$ cat config.mk
export PLATFORM = sky130hd
export DESIGN_NAME = key_debounce
export DESIGN_NICKNAME = d
export VERILOG_FILES = /design/src/rtl/key_pkg.sv /design/src/rtl/sync_2ff.sv /design/src/rtl/key_debounce.sv
export SDC_FILE = /design/constraint.sdc
export NUM_CORES = 1
export LEC_CHECK = 0
export CAP_MARGIN = 10
export CORE_AREA = 2 2 79 81
export CTS_CLUSTER_DIAMETER = 150
export DETAILED_ROUTE_END_ITERATION = 8
export DIE_AREA = 0 0 81 83
export PLACE_DENSITY = 0.87
export SKIP_CTS_REPAIR_TIMING = 1
export SYNTH_ARGS = -nofsm -noshare
export SYNTH_HDL_FRONTEND = slang
export SYNTH_HIERARCHICAL = 1
export SYNTH_SLANG_ARGS = --single-unit
$ cat constraint.sdc
create_clock -name sys_clk -period 3 [get_ports sys_clk]
set_clock_uncertainty 0.1 [all_clocks]
set_input_delay 0.3 -clock sys_clk [delete_from_list [all_inputs] [get_ports sys_clk]]
set_output_delay 0.3 -clock sys_clk [all_outputs]
set_load 0.03 [all_outputs]
$ cat src/rtl/key_pkg.sv
// Shared types and default timing constants for the key input blocks.
// Holds the debounce FSM state encoding and 50 MHz default counts.
package key_pkg;

    typedef enum logic [1:0] {
        IDLE        = 2'd0,
        PRESS_CHK   = 2'd1,
        HELD        = 2'd2,
        RELEASE_CHK = 2'd3
    } key_state_t;

    localparam int unsigned KEY_DEBOUNCE_50M = 1000000;
    localparam int unsigned KEY_LONG_50M     = 50000000;

endpackage

$ cat src/rtl/sync_2ff.sv
// Two-flop synchronizer for an asynchronous single-bit input.
// Ports: sys_clk, sys_rst (sync, active-high), d (async in), q (synced out).
module sync_2ff #(
    parameter logic RST_VAL = 1'b0
) (
    input  logic sys_clk,
    input  logic sys_rst,
    input  logic d,
    output logic q
);

    logic meta;

    always_ff @(posedge sys_clk) begin
        if (sys_rst) begin
            meta <= RST_VAL;
            q    <= RST_VAL;
        end else begin
            meta <= d;
            q    <= meta;
        end
    end

endmodule

$ cat src/rtl/key_debounce.sv
// Push-button debouncer with registered level, press, release and long-press.
// Ports: sys_clk, sys_rst (sync, active-high), key_in (raw pin),
//        key_level, key_press, key_release, key_long (registered outputs).
module key_debounce
    import key_pkg::*;
#(
    parameter int unsigned DEBOUNCE_CNT   = KEY_DEBOUNCE_50M,
    parameter int unsigned LONG_CNT       = KEY_LONG_50M,
    parameter int unsigned KEY_ACTIVE_LOW = 1,
    parameter int unsigned CNT_W          = 32
) (
    input  logic sys_clk,
    input  logic sys_rst,
    input  logic key_in,
    output logic key_level,
    output logic key_press,
    output logic key_release,
    output logic key_long
);

    localparam logic IDLE_PIN = (KEY_ACTIVE_LOW != 0);
    localparam logic [CNT_W-1:0] D_LAST = CNT_W'(DEBOUNCE_CNT - 1);
    localparam logic [CNT_W-1:0] L_LAST = CNT_W'(LONG_CNT - 1);

    logic pin_s;
    logic k;

    key_state_t state, state_nxt;
    logic [CNT_W-1:0] dcnt, dcnt_nxt;
    logic [CNT_W-1:0] lcnt, lcnt_nxt;
    logic long_done, done_nxt;
    logic level_nxt, press_nxt, release_nxt, long_nxt;

    // Reset loads the idle pin level so a held key is seen as a new press.
    sync_2ff #(
        .RST_VAL(IDLE_PIN)
    ) u_sync (
        .sys_clk(sys_clk),
        .sys_rst(sys_rst),
        .d      (key_in),
        .q      (pin_s)
    );

    assign k = pin_s ^ IDLE_PIN;

    always_comb begin
        state_nxt   = state;
        dcnt_nxt    = dcnt;
        lcnt_nxt    = lcnt;
        done_nxt    = long_done;
        press_nxt   = 1'b0;
        release_nxt = 1'b0;
        long_nxt    = 1'b0;
        unique case (state)
            IDLE: begin
                if (k) begin
                    state_nxt = PRESS_CHK;
                    dcnt_nxt  = '0;
                end
            end
            PRESS_CHK: begin
                if (!k) begin
                    state_nxt = IDLE;
                end else if (dcnt == D_LAST) begin
                    state_nxt = HELD;
                    press_nxt = 1'b1;
                    lcnt_nxt  = '0;
                    done_nxt  = 1'b0;
                end else begin
                    dcnt_nxt = dcnt + 1'b1;
                end
            end
            HELD: begin
                if (!k) begin
                    state_nxt = RELEASE_CHK;
                    dcnt_nxt  = '0;
                end else if (!long_done) begin
                    if (lcnt == L_LAST) begin
                        long_nxt = 1'b1;
                        done_nxt = 1'b1;
                    end else begin
                        lcnt_nxt = lcnt + 1'b1;
                    end
                end
            end
            RELEASE_CHK: begin
                // lcnt is left untouched so a bounce only pauses it.
                if (k) begin
                    state_nxt = HELD;
                end else if (dcnt == D_LAST) begin
                    state_nxt   = IDLE;
                    release_nxt = 1'b1;
                end else begin
                    dcnt_nxt = dcnt + 1'b1;
                end
            end
        endcase
        level_nxt = (state_nxt == HELD) || (state_nxt == RELEASE_CHK);
    end

    always_ff @(posedge sys_clk) begin
        if (sys_rst) begin
            state       <= IDLE;
            dcnt        <= '0;
            lcnt        <= '0;
            long_done   <= 1'b0;
            key_level   <= 1'b0;
            key_press   <= 1'b0;
            key_release <= 1'b0;
            key_long    <= 1'b0;
        end else begin
            state       <= state_nxt;
            dcnt        <= dcnt_nxt;
            lcnt        <= lcnt_nxt;
            long_done   <= done_nxt;
            key_level   <= level_nxt;
            key_press   <= press_nxt;
            key_release <= release_nxt;
            key_long    <= long_nxt;
        end
    end

endmodule

# Word-level counts from Yosys, hierarchy flattened
# Cells that the tools add are included.
# totals
reg_bits	73
out_inout_bits	4
in_bits	3
elab_cells	66
# classes
bitwise_logic	4
addsub	2
mux	26
reduce_logical	9
n_eq_ne	15
# ops
op	count
2-to-1 mux 32 bit	10
case mux 32 bit (4 select lines)	1
adder 32 x 1 -> 32 bit (second input constant)	2
case mux 32 bit (2 select lines)	1
equality test 32 x 20 -> 1 bit (second input constant)	1
equality test 32 x 26 -> 1 bit (second input constant)	1
2-to-1 mux 2 bit	6
inequality test 2 bit (second input constant)	6
equality test 2 bit (second input constant)	4
case mux 2 bit (4 select lines)	1
AND reduction 4 bit	2
2-to-1 mux 1 bit	6
AND reduction 6 bit	1
OR reduction 3 bit	2
inequality test 2 x 1 -> 1 bit (second input constant)	2
inverter 1 bit	4
OR reduction 4 bit	1
equality test 2 x 1 -> 1 bit (second input constant)	1
logical NOT 2 bit	1
case mux 1 bit (2 select lines)	1
nonzero test 2 bit	1
logical OR 1 bit	1

# Logic depth before layout (Yosys ltp)
# Gate-level depths: netlist (run 1).
# depth
depth_word	6
ltp_mapped	8
mapped_depth_nobuf	6

# Hierarchy
# Netlist (run 1), hierarchy kept.
# by_module_without_submodules
module	cells_each	area_each_um2	seq_area_each_um2	instances
key_debounce	416	3473.3	1421.4	1
sync_2ff	4	52.6	40.0	1

# Least setup slack after synthesis (run 1)
# OpenSTA, ideal clock, no wires.
# synth_timing
path_type	register -> register
start	register state[1]
end	register dcnt[31]
slack_ns	0.686
n_path_buf	2
setup_time_ns	0.070
t_arrival_ns	2.144
stages_incl_launch_ff	8
period_less_slack_ns	2.314
t_required_ns	2.830
path_cell_list	dfxtp_1 buf_6 xor2_2 or4_4 buf_6 or3_1 or4_1 a21oi_1
# synth_via
elab_chain_cells	3
elab_cells_between_ends	10
classes_between	7 x eq/ne; 1 x mux; 2 x reduce/logical
# synth_rtl
element	line	text
from (decl)	key_debounce.sv:28	key_state_t state, state_nxt;
from (signal assigned)	key_debounce.sv:112	state <= state_nxt;
equality test 2 x 1 -> 1 bit, or another cell as far along	key_debounce.sv:54	unique case (state)
inequality test 2 bit (no source line) / inequality test 2 x 1 -> 1 bit (equally long branches)	--	
AND reduction 4 bit (no source line)	--	
to (signal assigned)	key_debounce.sv:113	dcnt <= dcnt_nxt;
to (decl)	key_debounce.sv:29	logic [CNT_W-1:0] dcnt, dcnt_nxt;
# Several ways; a longest one is shown, not always the timed one.
# A chain may end at the register's enable or synchronous reset.

# Worst setup path after layout (run 1)
# layout_timing
start	register lcnt[7]
end	register lcnt[23]
# layout_via
elab_chain_cells	5
elab_cells_between_ends	8
classes_between	1 x add/sub; 2 x eq/ne; 4 x mux; 1 x reduce/logical
# layout_rtl
element	line	text
from (decl)	key_debounce.sv:30	logic [CNT_W-1:0] lcnt, lcnt_nxt;
from (signal assigned)	key_debounce.sv:114	lcnt <= lcnt_nxt;
adder 32 x 1 -> 32 bit	key_debounce.sv:82	lcnt_nxt = lcnt + 1'b1;
2-to-1 mux 32 bit	key_debounce.sv:78	if (lcnt == L_LAST) begin
2-to-1 mux 32 bit	key_debounce.sv:77	end else if (!long_done) begin
2-to-1 mux 32 bit	key_debounce.sv:74	if (!k) begin
case mux 32 bit (2 select lines)	key_debounce.sv:54	
# Several ways; a longest one is shown, not always the timed one. The select of a mux whose other input is x is not followed.

==> results_dict.tcl, run 1 <==
set metrics [dict create \
    hold_path.startpoint "u_sync/meta" \
    hold_depth 1 \
    setup_viol 0 \
    numClockSinks 73 \
    grt_usage_pct 22.6 \
    ys_async_sr_fraction_pct 0 \
    drv_slew 0 \
    hold_viol 0 \
    syn-num-nets 425 \
    p_leak_nw 1.14 \
    clock_latency_ps 350 \
    dieArea_sq_mm 0.00672 \
    r2r_end "lcnt[23]" \
    place_area_sq_mm 0.00362 \
    routedWlPerCell_um 14.6 \
    yosys_most_used_dff "dfxtp_1" \
    nNetsFinal 425 \
    io_pins 7 \
    fill_cells 483 \
    cp_num_buf_inv 1 \
    finish.instance_area_sq_mm 0.00385 \
    viasPerCell 6.27 \
    fmax_ghz 0.383 \
    critPathArrivalTime_ps 2730 \
    cp-start-kind "register" \
    gp_congestion 0.893 \
    routed_wl_um 7270 \
    fin_util_pct 66.2 \
    tns_ps 0 \
    cpPeakStageDelay_ps 650 \
    clockRootBuffer "clkbuf_8" \
    critical_path.max_fanout 24 \
    vdd_ir_drop_max_mv 0.311 \
    antenna_found_initial 0 \
    path_cells "or4b_1 -> or4_1 -> nor3_2 -> buf_4 -> or4_1 -> a21oi_1" \
    largestRegisters "dcnt x32, lcnt x32, state x2" \
    io_buffers 6 \
    grt_overflow 0 \
    yosysTopAreaCell "dfxtp_1" \
    reg2reg_from "lcnt[7]" \
    ys_ff_latch 73 \
    synth_top_area_share_pct 41.4 \
    cts_tree "built" \
    initial_core_util_pct 60.6 \
    core_area_sq_mm 0.00582 \
    r2r_slack_ps 390 \
    antennaDiodeCount 0 \
    die_x_um 81 \
    cts.clk_slew.worst_paths_ps 80 \
    synth_edf_count 0 \
    tightest_slew_ps 688 \
    netlist_instances 420 \
    endpoint_kind "register" \
    ys_warn_count 6 \
    drt-pass1-iter-count 5 \
    holdPathEnd "u_sync/q" \
    drive_above_1_share_pct 7.31 \
    hold_class "reg2reg" \
    p_per_area_mw_per_mm2 475 \
    antenna_left 0 \
    finalPower_mw 1.83 \
    grt_pass1_vias 2817 \
    slowest_stage "or4_1" \
    hold-worst-slack_ps 320 \
    synth_common_cells "73 x dfxtp_1, 42 x nor2_1, 31 x a21oi_1" \
    cts_buffers 9 \
    die_h_um 83 \
    status "finished clean" \
    grt_max_degree 32 \
    max_slew_margin_pct 53.7 \
    ys_seq_area_share_pct 41.4 \
    num_vias 3128 \
    syn_avg_cell_area_sq_um 8.39 \
    grt_pass1_wl_um 12300 \
    netlist_area_sq_mm 0.00353 \
    yosysMostFrequentCell "dfxtp_1" \
    drc 0 \
    rows 28 \
    drt_iter0_markers 225 \
    post-route-period-util_pct 86.9 \
    crit_top_cell "or4_1" \
    synthTopCellsByArea "dfxtp_1 41%, nor2_1 4.5%, a21oi_1 4.4%" \
    hpwl_um 4900 \
    yosysUniqueCellTypes 40 \
    cts.path.max_buffers 2 \
    rsz0062_at_grt "no" \
    reg2regPathDepth 6 \
    drv_cap 0 \
    cp_top_family "simple AND/OR/NAND/NOR gates" \
    cts_max_level 3 \
    fin_crit_ps 2610 \
    area_growth_pct 9.12 \
    worstSetupPathType "reg2reg" \
    cp_data_required_time_ps 3120 \
]
cells in the final DEF (no fill, tap or decap), drive strengths merged, types with 16 or more instances in the layout:
| master | Yosys | layout |
|---|---|---|
| o21ai | 18 | 18 |
| a21oi | 31 | 31 |
| nor2 | 42 | 42 |
| nand4 | 24 | 24 |
| nand2 | 25 | 25 |
| or3 | 21 | 21 |
| nand3 | 21 | 21 |
| xor2 | 18 | 18 |
| or4 | 16 | 16 |
| dfxtp | 73 | 73 |
| nor4 | 16 | 16 |
routing by layer:
layer | routed length, um | share of wire [%] | global-route usage [%]
met5 | 0 | 0 | 0
met4 | 170 | 2.3 | 10.2
met3 | 361 | 5.0 | 4.67
met2 | 3500 | 48 | 35.8
met1 | 3240 | 45 | 29.4
area by class of cell:
class	instances	area (sq um)	area share [%]
Tap cell	75	93.8	2.44
Inverter	9	33.8	0.878
Clock inverter	5	81.3	2.11
Timing Repair Buffer	14	128	3.32
Sequential cell	73	1460	38.0
Multi-Input combinational cell	313	1920	50.0
Clock buffer	10	128	3.32
power by group:
group	total, mW	internal (mW)	switching [mW]
logic	0.0326	0.00977	0.0228
clock network	0.822	0.464	0.358
registers	0.972	0.970	0.00238
total	1.83	1.44	0.383
logic make-up (layout without fill, tap and decap cells):
logic type	after synthesis	count (layout)	share of synthesized area, %
adder cells (fa/ha/maj)	2	2	0.710
flip-flops	73	73	41.4
AO/OA/AOI/OAI	71	71	11.8
AND/OR/NAND/NOR	207	207	33.3
XOR/XNOR	33	33	8.41
buffers and inverters	34	38	4.36
worst max path at each step:
stage               depth (start not counted)        to     start
global route                                6  lcnt[25]   lcnt[7]
CTS                                         6  lcnt[13]   lcnt[7]
finish                                      6  lcnt[23]   lcnt[7]
floorplan                                   7  dcnt[31]  state[1]
detailed placement                          6  lcnt[27]   lcnt[7]
global placement                            6  lcnt[23]   lcnt[7]
stage by stage:
step | setup WS [ps] | instances
after CTS | 402 | 498
after floorplan | 686 | 420
after global placement | 550 | 483
after detailed placement | 420 | 483
after global routing | 270 | 499
final | 392 | 499
Power figures use the tool's default switching activity.
==> run 2, diff against run 1 <==
Clock period 3 ns to 2.9 ns, I/O delays scaled along.
==> run 2 against run 1 <==
  * Non-clock buffer count is the same
  * Core utilization grew 0.43 points
  * First-iteration DRC count grew 12%
  * Sequential share of layout area shrank 0.25 points
  * Final area grew 0.65%
  * Clock-buffer cell count is the same
  * Worst setup slack lost 78 ps
  * Final cell count is the same
  * Critical path type unchanged
==> results_dict.tcl, run 2 (synthesis gave the netlist of run 1 again) <==
set metrics [dict create \
    status "finished clean" \
    fill_cells 473 \
    num_vias 3124 \
    io_buffers 6 \
    finalNonFillerCells 499 \
    grt_usage_pct 23.8 \
    cts.path.max_buffers 2 \
    cp_data_required_time_ps 3020 \
    cpPeakStageDelay_ps 650 \
    rows 28 \
    cts_buffers 9 \
    numClockSinks 73 \
    p_per_area_mw_per_mm2 516 \
    clockRootBuffer "clkbuf_8" \
    clock_latency_ps 350 \
    die_x_um 81 \
    multi_input_area_sq_mm 0.00192 \
    fin_crit_ps 2590 \
    dieArea_sq_mm 0.00672 \
    rsz0062_at_grt "no" \
    drt-pass1-iter-count 4 \
    drv_slew 0 \
    drc 0 \
    critPathArrivalTime_ps 2710 \
    routedWlPerCell_um 14.9 \
    cp_top_family "simple AND/OR/NAND/NOR gates" \
    viasPerCell 6.26 \
    nNetsFinal 425 \
    slowest_stage "or4_1" \
    grt_max_degree 32 \
    initial_core_util_pct 60.6 \
    post-route-period-util_pct 89.2 \
    max_slew_margin_pct 20.2 \
    area_growth_pct 9.83 \
    vdd_ir_drop_max_mv 0.356 \
    grt_pass1_vias 2927 \
    hold_viol 0 \
    hold_class "reg2reg" \
    core_area_sq_mm 0.00582 \
    seqCellArea_sq_mm 0.00146 \
    p_leak_nw 1.16 \
    io_pins 7 \
    gp_congestion 0.895 \
    crit_top_cell "or4_1" \
    die_h_um 83 \
    cp_num_buf_inv 1 \
    largestRegisters "dcnt x32, lcnt x32, state x2" \
    cts_tree "built" \
    antenna_found_initial 0 \
    numPlacedInstances 484 \
    most-common-layout-cells "73 x dfxtp_1, 42 x nor2_1, 31 x a21oi_1, 25 x nand2_1, 24 x nand4_1" \
    tns_ps 0 \
    critical_path.max_fanout 24 \
    grt_pass1_wl_um 12900 \
    cp-start-kind "register" \
    tightest_slew_ps 1200 \
    mostFrequentLayoutCell "dfxtp_1" \
    grt_overflow 0 \
    setup_viol 0 \
    fmax_ghz 0.387 \
    antennaDiodeCount 0 \
    path_cells "or4b_1 -> or4_1 -> nor3_2 -> buf_4 -> or4_1 -> a21oi_1" \
    worstSetupPathType "reg2reg" \
    antenna_left 0 \
    cts_max_level 3 \
    cts.clk_slew.worst_paths_ps 80 \
    drv_cap 0 \
    endpoint_kind "register" \
    drive_above_1_share_pct 7.55 \
    hpwl_um 5060 \
    fin_util_pct 66.6 \
    routed_wl_um 7410 \
    drt_iter0_markers 252 \
]
-- run 2: cell type report --
cell class,count,share of cell area (%)
clock inverters,5,2.68
multi-input cells,313,49.6
repair buffers,14,3.10
well taps,75,2.42
flip-flops and latches,73,37.7
inverters,9,0.872
clock buffers,10,3.55
-- run 2: power by group --
group	switching (mW)	internal (mW)
combinational	0.0230	0.00771
sequential	0.00241	1.00
clock	0.373	0.590
total	0.398	1.60
-- run 2: stage by stage --
step	area (sq um)	power (mW)	hold WS, ps	worst slack [ps]
2_1_floorplan	3530	1.05	285	586
3_3_place_gp	3630	1.06	287	450
3_5_place_dp	3630	1.06	299	333
4_1_cts	3870	2.01	318	311
5_1_grt	3870	2.05	346	146
6_report	3870	2.00	316	314
-- run 2: final timing paths --
kind | start | to | slack [ps] | cells past startpoint
worst max-delay path | lcnt[7] | lcnt[21] | 310 | 6
worst min register to register | u_sync/meta | u_sync/q | 320 | 1
worst min-delay path | u_sync/meta | u_sync/q | 320 | 1
worst max register to register | lcnt[7] | lcnt[21] | 310 | 6
-- run 2: layer usage --
layer / vias up / wire length (um) / track usage (%)
met5: - / 0 / 0
met2: 62 / 3610 / 38.5
met1: 1490 / 3360 / 30.5
met3: 21 / 262 / 4.35
met4: 0 / 179 / 10.6
li1: 1551 / - / -
==> run 3, diff against run 2 <==
--- a/config.mk
+++ b/config.mk
@@ -7,12 +7,11 @@
 export LEC_CHECK = 0
 export CAP_MARGIN = 10
-export CORE_AREA = 2 2 79 81
+export CORE_AREA = 2 2 80 82
 export CTS_CLUSTER_DIAMETER = 150
 export DETAILED_ROUTE_END_ITERATION = 8
-export DIE_AREA = 0 0 81 83
+export DIE_AREA = 0 0 82 84
 export PLACE_DENSITY = 0.87
 export SKIP_CTS_REPAIR_TIMING = 1
 export SYNTH_ARGS = -nofsm -noshare
 export SYNTH_HDL_FRONTEND = slang
-export SYNTH_HIERARCHICAL = 1
 export SYNTH_SLANG_ARGS = --single-unit
--- a/constraint.sdc
+++ b/constraint.sdc
@@ -3,3 +3,3 @@
 set_input_delay 0.29 -clock sys_clk [delete_from_list [all_inputs] [get_ports sys_clk]]
 set_output_delay 0.29 -clock sys_clk [all_outputs]
-set_load 0.03 [all_outputs]
+set_load 0.01 [all_outputs]
==> run 3 against run 2 <==
  * First-iteration DRC count down 18%
  * Die area up 2.5%
  * Area after synthesis up 3.5%
  * Global-route usage down 0.079 points
  * Core utilization down 1.0 points
  * Sequential share of layout area down 1.2 points
  * Fmax up 0.16%
  * Synthesized cell count up 1.7%
  * Sequential cell count unchanged
  * Clock power down 8.8%
  * Critical path depth unchanged
  * Clock-buffer cell count unchanged
  * Largest cell class unchanged
  * Highest routed layer unchanged
==> results_dict.tcl, run 3 <==
set metrics [dict create \
    status "finished clean" \
    cts_max_level 3 \
    hpwl_um 5440 \
    synth_edf_count 0 \
    grt_max_degree 23 \
    p_per_area_mw_per_mm2 479 \
    use_met2_pct 42.5 \
    tns_ps 0 \
    hold-worst-slack_ps 327 \
    ys_warn_count 0 \
    hold_viol 0 \
    setup_viol 0 \
    yosys_most_used_dff "dfxtp_1" \
    fill_cells 505 \
    ys_async_sr_fraction_pct 0 \
    routedWlPerCell_um 14.7 \
    cp_data_required_time_ps 3090 \
    die_x_um 82 \
    netlist_area_sq_mm 0.00365 \
    drv_cap 0 \
    finalPower_mw 1.92 \
    synthAdderAreaFrac_pct 0.685 \
    critical_path.max_fanout 13 \
    core_area_sq_mm 0.00610 \
    post-route-period-util_pct 89.0 \
    synth_top_family_by_area "simple AND/OR/NAND/NOR gates" \
    rows 29 \
    cts_buffers 9 \
    die_h_um 84 \
    antenna_found_initial 0 \
    critPathArrivalTime_ps 2780 \
    antenna_left 0 \
    fin_crit_ps 2580 \
    synthTopCellsByArea "dfxtp_1 40%, xor2_1 6.7%, nor2_1 5.2%" \
    tightest_slew_ps 721 \
    hold_class "reg2reg" \
    drc 0 \
    drv_slew 0 \
    synth_simple_gate_area_share_pct 32.2 \
    met3_usage_pct 6.93 \
    endpoint_kind "register" \
    yosysMostFrequentCell "dfxtp_1" \
    ys_seq_area_share_pct 40.0 \
    drive_above_1_share_pct 8.16 \
    grt_usage_pct 23.7 \
    p_leak_nw 1.45 \
    grt_util_met1_pct 25.5 \
    numClockSinks 73 \
    viasPerCell 6.14 \
    synth_top_area_share_pct 40.0 \
    yosysUniqueCellTypes 52 \
    grt_overflow 0 \
    max_slew_margin_pct 51.5 \
    area_growth_pct 9.46 \
    synth-compound-area-share_pct 14.5 \
    netlist_instances 427 \
    rsz0062_at_grt "no" \
    clockRootBuffer "clkbuf_8" \
    fmax_ghz 0.387 \
    ys_ff_latch 73 \
    syn-num-nets 432 \
    cts.clk_slew.worst_paths_ps 80 \
    synth_xor_area_share_pct 8.64 \
    grt_pass1_wl_um 12900 \
    initial_core_util_pct 59.9 \
    grt_pass1_vias 3026 \
    routed_wl_um 7630 \
    cts_tree "built" \
    most-common-layout-cells "73 x dfxtp_1, 51 x nor2_1, 30 x nand3_1, 30 x nand2_1, 28 x xor2_1" \
    mostFrequentLayoutCell "dfxtp_1" \
    yosysTopAreaCell "dfxtp_1" \
    synth_mux_area_share_pct 0 \
    largestRegisters "dcnt x32, lcnt x32, state x2" \
    syn_avg_cell_area_sq_um 8.55 \
    drt_iter0_markers 207 \
    io_pins 7 \
    drt-pass1-iter-count 4 \
    synth_common_cells "73 x dfxtp_1, 51 x nor2_1, 30 x nand2_1, 30 x nand3_1, 28 x xor2_1" \
    cp-start-kind "register" \
    cts.path.max_buffers 2 \
    nNetsFinal 441 \
    gr-max-usage-layer "met2" \
    antennaDiodeCount 0 \
    worstSetupPathType "reg2reg" \
    io_buffers 6 \
    num_vias 3178 \
    clock_latency_ps 350 \
    vdd_ir_drop_max_mv 0.532 \
    gp_congestion 0.830 \
    dieArea_sq_mm 0.00689 \
]
[run 3: power by group]
group	internal [mW]	switching (mW)	leakage, nW
Sequential	1.00	0.00288	0.588
Clock	0.489	0.389	0.111
Combinational	0.00953	0.0221	0.748
[run 3: through the flow]
stage	cells	util [%]	cell area, sq um	setup slack (ps)
after floorplan	427	-	3650	678
after global placement	502	62.0	3780	459
after detailed placement	502	62.0	3780	345
after CTS	518	65.6	4000	319
after global routing	518	65.6	4000	48.4
final	518	65.6	4000	318
[run 3: cell type report]
type / count / area, sq um / share of cell area, %
timing repair buffer: 14 / 120 / 3.01
clock inverter: 6 / 91.3 / 2.29
inverter: 13 / 48.8 / 1.22
multi-input combinational: 325 / 2050 / 51.3
clock buffer: 10 / 128 / 3.19
tap: 77 / 96.3 / 2.41
sequential: 73 / 1460 / 36.6
[run 3: cells by family after synthesis]
| family | count (synthesis) |
|---|---|
| simple gates | 210 |
| compound gates | 77 |
| flops | 73 |
| xor+xnor | 36 |
| buf+inv | 29 |
| fa+ha+maj | 2 |
[run 3: critical path, stage by stage, from the launching register on]
cell and delay, ps:
dfxtp_1 510, or4b_4 530, nor4b_4 330, a41oi_4 220
o21a_1 200, nor2_2 430, a211o_1 220
[run 3: routing by layer]
layer  vias up  wire [um]
li1       1579          -
met1      1512       3090
met2        70       4050
met3        17        333
met4         0        147
met5         -          0
[run 3: path summary, 6_finish.rpt]
path / cells past startpoint / from / end / slack [ps]
worst max-delay path: 6 / state[1] / lcnt[7] / 320
worst min-delay path: 1 / u_sync.meta / u_sync.q / 330
worst max register to register: 6 / state[1] / lcnt[7] / 320
worst min register to register: 1 / u_sync.meta / u_sync.q / 330
